--- src/rtl/pipe_mdu_if.sv ---
// Pipeline-side bundle for the iterative multiply/divide unit.
// The master drives operations and HI/LO moves; the slave reports status and results.
interface pipe_mdu_if #(
  parameter int XLEN = 32
);
  logic            start;
  logic [1:0]      op;
  logic [XLEN-1:0] a;
  logic [XLEN-1:0] b;
  logic            flush;
  logic            mthi;
  logic            mtlo;
  logic [XLEN-1:0] wdata;
  logic            busy;
  logic            done;
  logic [XLEN-1:0] hi;
  logic [XLEN-1:0] lo;

  modport master (
    output start, op, a, b, flush, mthi, mtlo, wdata,
    input  busy, done, hi, lo
  );

  modport slave (
    input  start, op, a, b, flush, mthi, mtlo, wdata,
    output busy, done, hi, lo
  );
endinterface

--- src/rtl/pipe_mdu.sv ---
// Iterative radix-2 multiply/divide unit with HI/LO registers for the EX stage.
// Signed ops run on magnitudes; signs are re-applied in the single FIX cycle.
module pipe_mdu #(
  parameter int XLEN = 32
) (
  input  logic      clk,
  input  logic      rst,
  pipe_mdu_if.slave bus
);
  localparam int CW = $clog2(XLEN) + 1;

  typedef enum logic [1:0] {IDLE, RUN, FIX} state_t;

  state_t            state_reg, state_next;
  logic [CW-1:0]     cnt_reg;
  logic [2*XLEN-1:0] acc_reg;
  logic [XLEN-1:0]   opnd_reg;
  logic [XLEN-1:0]   hi_reg, lo_reg;
  logic              is_div_reg, sign_q_reg, sign_r_reg, done_reg;

  logic              is_signed, accept;
  logic [XLEN-1:0]   mag_a, mag_b;
  logic [XLEN:0]     mul_sum, div_upper, div_trial;
  logic              div_ok;
  logic [2*XLEN-1:0] mul_next, div_next, prod_fix;
  logic [XLEN-1:0]   quot, rem, div_lo, div_hi;

  always_comb begin
    is_signed = ~bus.op[0];
    accept    = (state_reg == IDLE) && bus.start && !bus.flush;
    mag_a     = (is_signed && bus.a[XLEN-1]) ? -bus.a : bus.a;
    mag_b     = (is_signed && bus.b[XLEN-1]) ? -bus.b : bus.b;

    // Multiply: low half holds the unconsumed multiplier bits, product grows from the top.
    mul_sum   = {1'b0, acc_reg[2*XLEN-1:XLEN]} + (acc_reg[0] ? {1'b0, opnd_reg} : {(XLEN+1){1'b0}});
    mul_next  = {mul_sum, acc_reg[XLEN-1:1]};

    // Divide: remainder in the upper half, quotient bits shift in at the bottom.
    div_upper = acc_reg[2*XLEN-1:XLEN-1];
    div_trial = div_upper - {1'b0, opnd_reg};
    div_ok    = ~div_trial[XLEN];
    div_next  = {div_ok ? div_trial[XLEN-1:0] : div_upper[XLEN-1:0], acc_reg[XLEN-2:0], div_ok};

    prod_fix  = sign_q_reg ? -acc_reg : acc_reg;
    quot      = acc_reg[XLEN-1:0];
    rem       = acc_reg[2*XLEN-1:XLEN];
    // A zero divisor yields an all-ones quotient; the remainder already carries |a|.
    div_lo    = (opnd_reg == '0) ? {XLEN{1'b1}} : (sign_q_reg ? -quot : quot);
    div_hi    = sign_r_reg ? -rem : rem;
  end

  always_comb begin
    state_next = state_reg;
    case (state_reg)
      IDLE:    if (accept) state_next = RUN;
      RUN:     if (bus.flush) state_next = IDLE;
               else if (cnt_reg == CW'(1)) state_next = FIX;
      FIX:     state_next = IDLE;
      default: state_next = IDLE;
    endcase
  end

  always_ff @(posedge clk or negedge rst) begin
    if (!rst) state_reg <= IDLE;
    else      state_reg <= state_next;
  end

  always_ff @(posedge clk or negedge rst) begin
    if (!rst) begin
      cnt_reg    <= '0;
      acc_reg    <= '0;
      opnd_reg   <= '0;
      hi_reg     <= '0;
      lo_reg     <= '0;
      is_div_reg <= 1'b0;
      sign_q_reg <= 1'b0;
      sign_r_reg <= 1'b0;
      done_reg   <= 1'b0;
    end else begin
      done_reg <= 1'b0;
      case (state_reg)
        IDLE: begin
          if (bus.mthi) hi_reg <= bus.wdata;
          if (bus.mtlo) lo_reg <= bus.wdata;
          if (accept) begin
            acc_reg    <= {{XLEN{1'b0}}, mag_a};
            opnd_reg   <= mag_b;
            is_div_reg <= bus.op[1];
            sign_q_reg <= is_signed & (bus.a[XLEN-1] ^ bus.b[XLEN-1]);
            sign_r_reg <= is_signed & bus.a[XLEN-1];
            cnt_reg    <= CW'(XLEN);
          end
        end
        RUN: begin
          if (!bus.flush) begin
            acc_reg <= is_div_reg ? div_next : mul_next;
            cnt_reg <= cnt_reg - CW'(1);
          end
        end
        FIX: begin
          if (!bus.flush) begin
            if (is_div_reg) begin
              hi_reg <= div_hi;
              lo_reg <= div_lo;
            end else begin
              {hi_reg, lo_reg} <= prod_fix;
            end
            done_reg <= 1'b1;
          end
        end
        default: ;
      endcase
    end
  end

  assign bus.busy = (state_reg == RUN) || (state_reg == FIX);
  assign bus.done = done_reg;
  assign bus.hi   = hi_reg;
  assign bus.lo   = lo_reg;
endmodule
--- src/flat_wrapper.sv ---
// flat-port wrapper written by rule: the top's interface ports become plain ports
module pipe_mdu_flat 
#(
  parameter int XLEN = 32
)
  (clk, rst, bus_start, bus_op, bus_a, bus_b, bus_flush, bus_mthi, bus_mtlo, bus_wdata, bus_busy, bus_done, bus_hi, bus_lo);
  pipe_mdu_if #(.XLEN(XLEN)) bus_i ();
  input  logic clk;
  input  logic rst;
  input wire logic [$bits(bus_i.start)-1:0] bus_start;
  input wire logic [$bits(bus_i.op)-1:0] bus_op;
  input wire logic [$bits(bus_i.a)-1:0] bus_a;
  input wire logic [$bits(bus_i.b)-1:0] bus_b;
  input wire logic [$bits(bus_i.flush)-1:0] bus_flush;
  input wire logic [$bits(bus_i.mthi)-1:0] bus_mthi;
  input wire logic [$bits(bus_i.mtlo)-1:0] bus_mtlo;
  input wire logic [$bits(bus_i.wdata)-1:0] bus_wdata;
  output wire logic [$bits(bus_i.busy)-1:0] bus_busy;
  output wire logic [$bits(bus_i.done)-1:0] bus_done;
  output wire logic [$bits(bus_i.hi)-1:0] bus_hi;
  output wire logic [$bits(bus_i.lo)-1:0] bus_lo;
  assign bus_i.start = bus_start;
  assign bus_i.op = bus_op;
  assign bus_i.a = bus_a;
  assign bus_i.b = bus_b;
  assign bus_i.flush = bus_flush;
  assign bus_i.mthi = bus_mthi;
  assign bus_i.mtlo = bus_mtlo;
  assign bus_i.wdata = bus_wdata;
  assign bus_busy = bus_i.busy;
  assign bus_done = bus_i.done;
  assign bus_hi = bus_i.hi;
  assign bus_lo = bus_i.lo;
  pipe_mdu #(.XLEN(XLEN)) u_core (.clk(clk), .rst(rst), .bus(bus_i));
endmodule
--- config.mk ---
export PLATFORM = sky130hd
export DESIGN_NAME = pipe_mdu_flat
export DESIGN_NICKNAME = d
export VERILOG_FILES = /design/src/rtl/pipe_mdu_if.sv /design/src/rtl/pipe_mdu.sv /design/src/flat_wrapper.sv
export SDC_FILE = /design/constraint.sdc
export NUM_CORES = 1
export LEC_CHECK = 0
export CAP_MARGIN = 20
export CELL_PAD_IN_SITES_DETAIL_PLACEMENT = 0
export CELL_PAD_IN_SITES_GLOBAL_PLACEMENT = 1
export CORE_MARGIN = 8
export CORE_UTILIZATION = 44
export CTS_BUF_LIST = sky130_fd_sc_hd__clkbuf_4 sky130_fd_sc_hd__clkbuf_8
export DETAILED_ROUTE_END_ITERATION = 12
export GPL_ROUTABILITY_DRIVEN = 1
export PLACE_DENSITY = 0.8
export SYNTH_ARGS = -nofsm -noshare
export SYNTH_HDL_FRONTEND = slang
export SYNTH_SLANG_ARGS = --single-unit
--- constraint.sdc ---
create_clock -name clk -period 3.65 [get_ports clk]
set_input_delay 0.73 -clock clk [delete_from_list [all_inputs] [get_ports clk]]
set_output_delay 0.73 -clock clk [all_outputs]
set_load 0.03 [all_outputs]
==> metrics <==
outcome=complete, no violations; vias=between 10000 and 15000; end point of the critical path=u_core.bus.hi[29]; TritonCTS Buffers=17; register bit total from synthesis=roughly 170; total chip power=~19 mW; met2 WL post-DR=around 22 mm; CP Max Fanout=7; R2R Path End=u_core.bus.hi[29]; die height=between 150 and 200 um; synthesized cell area=14700 sq um; R2R Setup Slk=about 140 ps; core region area=between 30000 and 40000 sq um; power per cell area=about 1100 nW/um^2; CP endpoint kind=register; Worst slew margin=0.420; clock sink count=roughly 170; FP Rows=67; H-tree depth=4; Post-synth ARST share=1.00; Max Slew Vio Count=0; met3 WL=around 3.9 mm; Max Used Layer=met5; routed len/inst=20.8 um; Cells after Synth=approximately 1900; CTS root buf=clkbuf_8; dpl cells=~2500; Clock transition at path regs=120 ps; CTS tree=built; MaxCap Viol Count=0; post-route setup slack=~140 ps; Seq/Total Area, Yosys=0.293; Area Overhead vs Synth=20.5%; HPWL Detailed=around 40 mm; pre-CTS setup slack=approximately 110 ps; vias in the first global route=roughly 14000; Initial DRT Pass Iterations=7; Worst-Skew Late Latency=between 400 and 500 ps; Antenna Cells=0; Worst-Margin Slew=869 ps; largest net degree at the start of global routing=96; Total GRT Usage=0.260; Non-Filler Instances=around 2500; Detail Route Antenna Nets=0; final hold violation count=0; CP Class=reg2reg; top cells by area, synth=dfrtp_1 29%, o21ai_0 8.7%, xnor2_1 6.5%, ha_1 6.2%, nand2_1 5.7%; commonest non-fill, non-tap cell in the layout=o21ai_0; layout cells sized above 1=0.0764; DR DRC count=0; total congestion overflow=0; Lkg Pwr=about 7.5 nW; first-pass GRT wire length=roughly 80 mm; initial antenna violation count=1; Netlist cell types=76; Routed WL=~52 mm; VDD IR-drop max=about 0.56 mV; min Tclk post-route=between 3000 and 4000 ps; final net count=around 2200; Syn Nets=a little over 2000; synth warn=0; fin util=0.533; CP Data Arrival Time=a little under 4000 ps; post-synth top area share=0.293; number of setup violations in the final report=0; Max Freq=approximately 0.28 GHz; die area=a little under 40000 sq um; leading cell types in the layout, fill and taps excluded=254 x o21ai_0, 223 x nand2_1, 171 x dfrtp_1, 168 x clkdlybuf4s50_1, 127 x nor2_1; Most used DFF post-synth=dfrtp_1; Metal-1 WL=~25 mm; CP Launch Point=u_core.acc_reg[15]; setup TNS=0 ps; EDFF count, synth=0; vias per inst=~6; Worst EP required=around 4100 ps; io pins=170; reg2reg start=u_core.acc_reg[15]; max reg flops=64; initial DRC count=between 1000 and 1500; startpoint types=register; initial core utilization=0.442; Final Cycle Share=0.962; # hold bufs at CTS=0; total of fill cells in the finished design=around 3300; chip width=a little under 200 um; Synth Area per Inst=a little under 8 sq um; routability congestion estimate=slightly above 0.9; dominant cell type by area after synthesis=dfrtp_1; port bufs=around 170; clock skew=about 23 ps; clock buffer depth=2; RSZ-0062 raised after global routing=no; min-delay worst type=in2async; R2R depth=9
==> Yosys cell counts, types with 31 or more instances <==
master	number
a21oi_1	117
ha_1	73
clkbuf_1	96
o21ai_0	254
nor3_1	31
inv_1	66
nand2_1	223
xnor2_1	109
dfrtp_1	172
nor2_1	128
xor2_1	64
mux2i_1	58
a21o_1	34
==> layer usage <==
metal  GRT usage  up-vias
met5           0        -
met4      0.0714        2
met3      0.0497       74
met2       0.383      561
met1       0.381     7022
li1            -     7063
==> metrics by stage <==
| stage | hold WS, ps | cell area [sq um] |
|---|---|---|
| global placement | 460 | 17300 |
| global route | 239 | 17700 |
| finish | 211 | 17700 |
| detailed placement | 470 | 17300 |
| floorplan | 434 | 14700 |
| CTS | 216 | 17700 |
==> cell type report <==
class / count / area, sq um / share of cell area
Clock buffer: 18 / 248 / 0.0140
Clock inverter: 14 / 153 / 0.00863
Inverter: 66 / 248 / 0.0140
Multi-Input combinational cell: 1514 / 9740 / 0.550
Sequential cell: 172 / 4310 / 0.243
Tap cell: 448 / 561 / 0.0317
Timing Repair Buffer: 259 / 2440 / 0.138
==> cells by family (layout without fill, tap and decap cells) <==
kind of cell             Yosys count  count (layout)  synth area share
AND/OR/NAND/NOR                  583             583             0.189
buffers and inverters            177             357            0.0464
XOR/XNOR                         173             173             0.103
flip-flops                       172             172             0.293
multiplexers                      65              65            0.0449
AO/OA/AOI/OAI                    618             618             0.258
adder cells (fa/ha/maj)           75              75            0.0649
==> worst max-delay path: stages, from the launching register on <==
cell and delay, ps:
dfrtp_1 400, or4_4 560, or4_4 460, or4_4 600, a2111oi_4 450, a31oi_2 110, o41ai_2 390, xor2_1 170
a211oi_1 90, a21o_1 190
==> where the power goes <==
part | leakage, nW | switching, mW | internal [mW] | total (mW)
combinational | 5.20 | 8.21 | 5.37 | 13.6
clock | 0.202 | 0.888 | 0.534 | 1.42
sequential | 2.15 | 1.01 | 2.82 | 3.83
==> worst min path at each step <==
stage / startpoint / to / cells after the start / slack, ps
2_1_floorplan: rst / u_core.acc_reg[0] / 0 / 430
3_3_place_gp: u_core.bus.hi[31] / u_core.bus.hi[31] / 2 / 460
3_5_place_dp: u_core.bus.hi[25] / u_core.bus.hi[25] / 1 / 470
4_1_cts: rst / u_core.acc_reg[6] / 1 / 220
5_1_grt: rst / u_core.bus.lo[16] / 1 / 240
6_report: rst / u_core.bus.lo[18] / 1 / 210
==> what timing repair did <==
action	CTS	global route
gates resized for setup	0	1
setup buffers	0	0
endpoints found under the setup margin	0	1
No activity file was read; power rests on OpenSTA's default activity.
